**config.mk**
```make
export PLATFORM = sky130hd
export DESIGN_NAME = fetch_queue
export DESIGN_NICKNAME = d
export VERILOG_FILES = /design/src/rtl/fetch_queue.sv
export SDC_FILE = /design/constraint.sdc
export NUM_CORES = 1
export LEC_CHECK = 0
export ABC_AREA = 1
export ABC_CLOCK_PERIOD_IN_PS = 7690
export CAP_MARGIN = 15
export CORE_ASPECT_RATIO = 1.4
export CORE_MARGIN = 3
export CORE_UTILIZATION = 52
export DETAILED_ROUTE_END_ITERATION = 8
export PLACE_DENSITY = 0.88
export SETUP_SLACK_MARGIN = 0.3
export SYNTH_ARGS = -nofsm -noshare
export SYNTH_HDL_FRONTEND = slang
export SYNTH_SLANG_ARGS = --single-unit
```
**constraint.sdc**
```tcl
create_clock -name clk -period 7.69 [get_ports clk]
set_clock_uncertainty 0.05 [all_clocks]
set_input_delay 1.9225 -clock clk [delete_from_list [all_inputs] [get_ports clk]]
set_output_delay 1.9225 -clock clk [all_outputs]
set_load 0.01 [all_outputs]
```
**src/rtl/fetch_queue.sv**
```systemverilog
// fetch_queue: small FIFO between instruction fetch and decode.
// Each entry carries {pc, inst, imm_sel}. imm_sel is predecoded from the
// opcode at push time, so decode never decodes the opcode on the
// format-select path. Every output comes from a register or from a
// register mux selected by the registered read pointer.
module fetch_queue #(
    parameter int DEPTH = 2
) (
    input  logic                       clk,
    input  logic                       rstn,
    input  logic                       flush,
    input  logic                       in_valid,
    output logic                       in_ready,
    input  logic [31:0]                in_pc,
    input  logic [31:0]                in_inst,
    output logic                       out_valid,
    input  logic                       out_ready,
    output logic [31:0]                out_pc,
    output logic [31:0]                out_inst,
    output logic [2:0]                 out_imm_sel,
    output logic [$clog2(DEPTH+1)-1:0] count
);

    localparam int AW = $clog2(DEPTH);
    localparam int CW = $clog2(DEPTH + 1);

    // Immediate format codes driven to the immediate generator
    localparam logic [2:0] IMM_I    = 3'd0;
    localparam logic [2:0] IMM_S    = 3'd1;
    localparam logic [2:0] IMM_B    = 3'd2;
    localparam logic [2:0] IMM_U    = 3'd3;
    localparam logic [2:0] IMM_J    = 3'd4;
    localparam logic [2:0] IMM_NONE = 3'd7;

    logic [AW-1:0] rd_q, rd_d;
    logic [AW-1:0] wr_q, wr_d;
    logic [CW-1:0] count_q, count_d;

    logic [31:0] pc_q   [DEPTH];
    logic [31:0] inst_q [DEPTH];
    logic [2:0]  sel_q  [DEPTH];

    logic [2:0] imm_sel_d;
    logic       push;
    logic       pop;

    // Ready depends only on occupancy, never on the consumer side
    assign in_ready  = (count_q != CW'(DEPTH));
    assign out_valid = (count_q != '0);
    assign push      = in_valid & in_ready;
    assign pop       = out_valid & out_ready;

    assign out_pc      = pc_q[rd_q];
    assign out_inst    = inst_q[rd_q];
    assign out_imm_sel = sel_q[rd_q];
    assign count       = count_q;

    // Opcode predecode of the incoming word into an immediate format
    always_comb begin
        imm_sel_d = IMM_NONE;
        case (in_inst[6:0])
            7'b0000011, 7'b0010011,
            7'b1100111, 7'b1110011: imm_sel_d = IMM_I;
            7'b0100011:             imm_sel_d = IMM_S;
            7'b1100011:             imm_sel_d = IMM_B;
            7'b0110111, 7'b0010111: imm_sel_d = IMM_U;
            7'b1101111:             imm_sel_d = IMM_J;
            default:                imm_sel_d = IMM_NONE;
        endcase
    end

    // Pointer and occupancy next state; flush wins over push/pop
    always_comb begin
        rd_d    = rd_q;
        wr_d    = wr_q;
        count_d = count_q;
        if (flush) begin
            rd_d    = '0;
            wr_d    = '0;
            count_d = '0;
        end else begin
            if (push) begin
                wr_d = wr_q + AW'(1);
            end
            if (pop) begin
                rd_d = rd_q + AW'(1);
            end
            if (push && !pop) begin
                count_d = count_q + CW'(1);
            end else if (pop && !push) begin
                count_d = count_q - CW'(1);
            end
        end
    end

    // Pointer and occupancy registers
    always_ff @(posedge clk) begin
        if (!rstn) begin
            rd_q    <= '0;
            wr_q    <= '0;
            count_q <= '0;
        end else begin
            rd_q    <= rd_d;
            wr_q    <= wr_d;
            count_q <= count_d;
        end
    end

    // Slot storage: reset fills every slot with a NOP so the idle head is benign
    always_ff @(posedge clk) begin
        if (!rstn) begin
            for (int i = 0; i < DEPTH; i++) begin
                pc_q[i]   <= 32'h0000_0000;
                inst_q[i] <= 32'h0000_0013;
                sel_q[i]  <= IMM_I;
            end
        end else if (push && !flush) begin
            pc_q[wr_q]   <= in_pc;
            inst_q[wr_q] <= in_inst;
            sel_q[wr_q]  <= imm_sel_d;
        end
    end

endmodule

```
-- Word level (Yosys, flattened, before mapping)
Memory sizes are Yosys's and may differ from the RTL's. A register that Yosys moved wholly into a read port is not among the register bits.
Index checks and enable logic that the tools add are counted.
Widths: inputs -> output; s select.
- equal/unequal tests: 10
- reductions and logical operators: 14
- $add $sub $neg: 4
- bitwise logic cells: 3
- muxes and demuxes: 22
- operators with widths (cell ; number):
    $mux 32 ; 2
    $reduce_or 32->1 ; 2
    $eq 7x7->1 const B ; 4
    $mux 1 ; 16
    $pmux 3 s5 ; 1
    $eq 7x5->1 const B ; 2
    $eq 7x6->1 const B ; 2
    $eq 7x2->1 const B ; 1
    $mux 2 ; 2
    $reduce_bool 2->1 ; 2
    $reduce_or 2->1 ; 2
    $reduce_or 4->1 ; 1
    $logic_and 1x1->1 ; 3
    $logic_not 1->1 ; 3
    $mux 3 ; 1
    $reduce_or 3->1 ; 1
    $add 1x1->1 const B ; 2
    $add 2x1->2 const B ; 1
    $and 1x1->1 ; 2
    $ne 2x2->1 const B ; 1
    $sub 2x1->2 const B ; 1
    $not 1->1 ; 1
- logic and storage cells: 59
- flip-flop bits (word level): 4
- memories: 3
- memory bits (writable): 134
- output and inout bits: 71
- memories (memory ; depth ; bits a word ; read ports ; clocked after memory_dff ; write ports ; RTL line ; text):
    inst_q ; 2 ; 32 ; 1 ; 1 ; 2 ; 40 ; logic [31:0] inst_q [DEPTH];
    pc_q ; 2 ; 32 ; 1 ; 1 ; 2 ; 39 ; logic [31:0] pc_q [DEPTH];
    sel_q ; 2 ; 3 ; 1 ; 1 ; 2 ; 41 ; logic [2:0] sel_q [DEPTH];

-- Longest topological paths before layout
- depth in word-level cells: 8
- mapped depth: 10
- depth with buffers taken out: 10

-- Worst setup path before layout
No wires, ideal clock.
- path type: input port to flip-flop
- start: in flush
- end: mem inst_q[1][0], enable pin
- setup time: 427 ps
- data arrival time: 3916 ps
- slack: 3297 ps
- stages: 5
- data required time: 7213 ps
- buffers on the path: 2
- cells stage by stage: nor3_2 nand2_1 buf_6 buf_6 nand2_1
- RTL lines (element ; RTL line ; text):
    start: declaration ; 11 ; input logic flush,
    end: declaration ; 40 ;

==> flow_metrics.tcl <==
set metrics [dict create \
    initial_core_util_pct 53.95 \
    r2r-start "count[0]" \
    worst-path-max-fanout 67 \
    antenna_found_initial 0 \
    vias_per_cell 5.019 \
    num_vias 3905 \
    power.total_w 0.001948 \
    clock-sinks 139 \
    die_height_um 135.3 \
    ys_seq_elements 139 \
    holdPathStages 2 \
    cts_made_buffers 17 \
    setup_viol 0 \
    die_w_um 98.36 \
    hold_viol 0 \
    yosysUniqueCellTypes 21 \
    arrival_ps 4720 \
    p_leak_nw 3.336 \
    clock-root-buffer "clkbuf_16" \
    endpoint_kind "flip-flop" \
    hold_path.startpoint "rd_q" \
    synth-xor-area-share_pct 0 \
    layout_common_cells "clkdlybuf4s50_1 (139), edfxtp_1 (134), nor2_1 (118), inv_1 (70), mux2_2 (67)" \
    status "complete, no violations" \
    boundaryPins 140 \
    relSlewSlack_pct 31.70 \
    rows 46 \
    syn_avg_cell_area_um2 12.86 \
    drt_pre_antenna_iters 5 \
    power_density_nw_per_um2 235.5 \
    syn-num-nets 553 \
    drt_iter0_drc 308 \
    critical_path.startpoint_type "input pin" \
    worstMarginPinSlew_ps 1024 \
    ys_seq_area_share_pct 66.41 \
    min_path_type "flip-flop to flip-flop" \
    report.final.slew_viol_count 0 \
    netlist_area_um2 6210 \
    dp_hpwl_um 8136 \
    final_nets 691 \
    die_area_um2 13310 \
    vdd_drop_max_mv 0.2030 \
    numPortBuffers 139 \
    yosys_warnings 0 \
    syn_inst 483 \
    detail_route.wl_per_cell_um 16.50 \
    reg2regPathDepth 6 \
    synthMuxAreaShare_pct 12.15 \
    drc 0 \
    synth_compound_area_share_pct 0.6448 \
    syn_to_final_growth_pct 33.25 \
    layout_commonest_cell "clkdlybuf4s50_1" \
    drtAntennaViolNets 0 \
    startpoint "rstn" \
    yosys.area_share.simple_pct 13.34 \
    grt_first_pass_wirelength_um 19900 \
    cts_hold_buf 0 \
    gp_congestion 0.7690 \
    drive_above_1_share_pct 20.19 \
    fin_crit_sh_pct 61.67 \
    ctsResizeCount 0 \
    cp_data_required_time_ps 7670 \
    insertedDiodeCount 0 \
    cts.clk_slew.worst_paths_ps 60 \
    worstSetupPathType "input pin to flip-flop" \
    overflow 0 \
    maxCapViolCount 0 \
    coreArea_um2 11510 \
    grt_pass1_vias 4054 \
    routed_wl_um 12840 \
    clock_path_buffers 2 \
    cts_tree "yes" \
    htreeDepth 4 \
    totalNegativeSetupSlack_ps 0 \
    clk_latency_ps 410 \
    track_usage_pct 19.53 \
    timing.fmax_mhz 210.9 \
    rsz0062_at_grt "no" \
    synth-adder-area-share_pct 0.2015 \
    synth_top_family_by_area "simple AND/OR/NAND/NOR gates" \
    postCtsSetupBuffers 0 \
    grt_max_degree 68 \
    fin_crit_ps 4742 \
]
## path summary, 6_finish.rpt
kind              endpoint  slack (ps)
max reg2reg  inst_q[0][21]        4760
min              flip-flop         440
min reg2reg      flip-flop         440
max          inst_q[0][21]        2950
## flip-flops by register name, indices dropped and copies added, names as in the netlist, named ones only
register / cells
sel_q: 6
inst_q: 64
rd_q: 1
pc_q: 64
wr_q: 1
count: 2
## cells by family after synthesis
kind of cell / Yosys count
AOI/OAI and AO/OA: 8
adders and majority gates: 1
and+or+nand+nor: 174
muxes: 67
buffers and inverters: 94
DFF: 139
## layer usage
metal  vias to the layer above  routed length, um  GRT usage, %
met5                         -                  0             0
met4                         0                296         8.200
met3                        21                642         4.276
met2                       129               7255         36.19
met1                      1887               4645         21.38
li1                       1868                  -             -
## cells in the mapped netlist
| master | instances | area, um2 |
|---|---|---|
| buf_6 | 7 | 78.83 |
| edfxtp_1 | 134 | 4024 |
| ha_1 | 1 | 12.51 |
| nand3_2 | 1 | 10.01 |
| nor2_4 | 20 | 225.2 |
| dfxtp_1 | 5 | 100.1 |
| buf_8 | 2 | 30.03 |
| buf_4 | 3 | 22.52 |
| nor3_2 | 1 | 10.01 |
| a21oi_1 | 4 | 20.02 |
| nand2_2 | 2 | 12.51 |
| nand3_1 | 3 | 15.01 |
| mux2_2 | 67 | 754.5 |
| inv_2 | 3 | 11.26 |
| buf_2 | 9 | 45.04 |
| nor2_1 | 118 | 442.9 |
| nor3_1 | 1 | 5.000 |
| nand2_1 | 27 | 101.4 |
| o21ai_0 | 4 | 20.02 |
| inv_1 | 70 | 262.8 |
| nor2_2 | 1 | 6.260 |
## power breakdown
group	switching [W]	total [W]	internal (W)
registers	0.0000102	0.000881	0.000871
logic	0.0000962	0.000202	0.000106
clock network	0.000295	0.000865	0.000571
## stage by stage
stage | utilization (%) | area [um2] | setup slack (ps) | std cells | hold slack [ps]
after floorplan | - | 6210 | 3297 | 483 | 397.4
after global placement | 66.40 | 7644 | 2609 | 746 | 411.2
after detailed placement | 66.40 | 7644 | 2521 | 746 | 431.9
after CTS | 71.88 | 8274 | 2951 | 778 | 441.9
after global routing | 71.88 | 8274 | 2751 | 778 | 480.9
final | 71.88 | 8274 | 2948 | 778 | 441.2
## critical path, stage by stage
cell and delay (ps):
clkdlybuf4s50_1 620, inv_2 90, nor2_2 210, nand3_4 760, nand2_4 1080
## cell type report
type	instances	area (um2)
clock buffers	18	429.2
clock inverters	14	201.4
flip-flops and latches	139	4125
inverters	73	274.0
fillers	767	3237
multi-input cells	250	1665
repair buffers	140	1399
well taps	144	180.2
(Power assumes the default switching activity.)
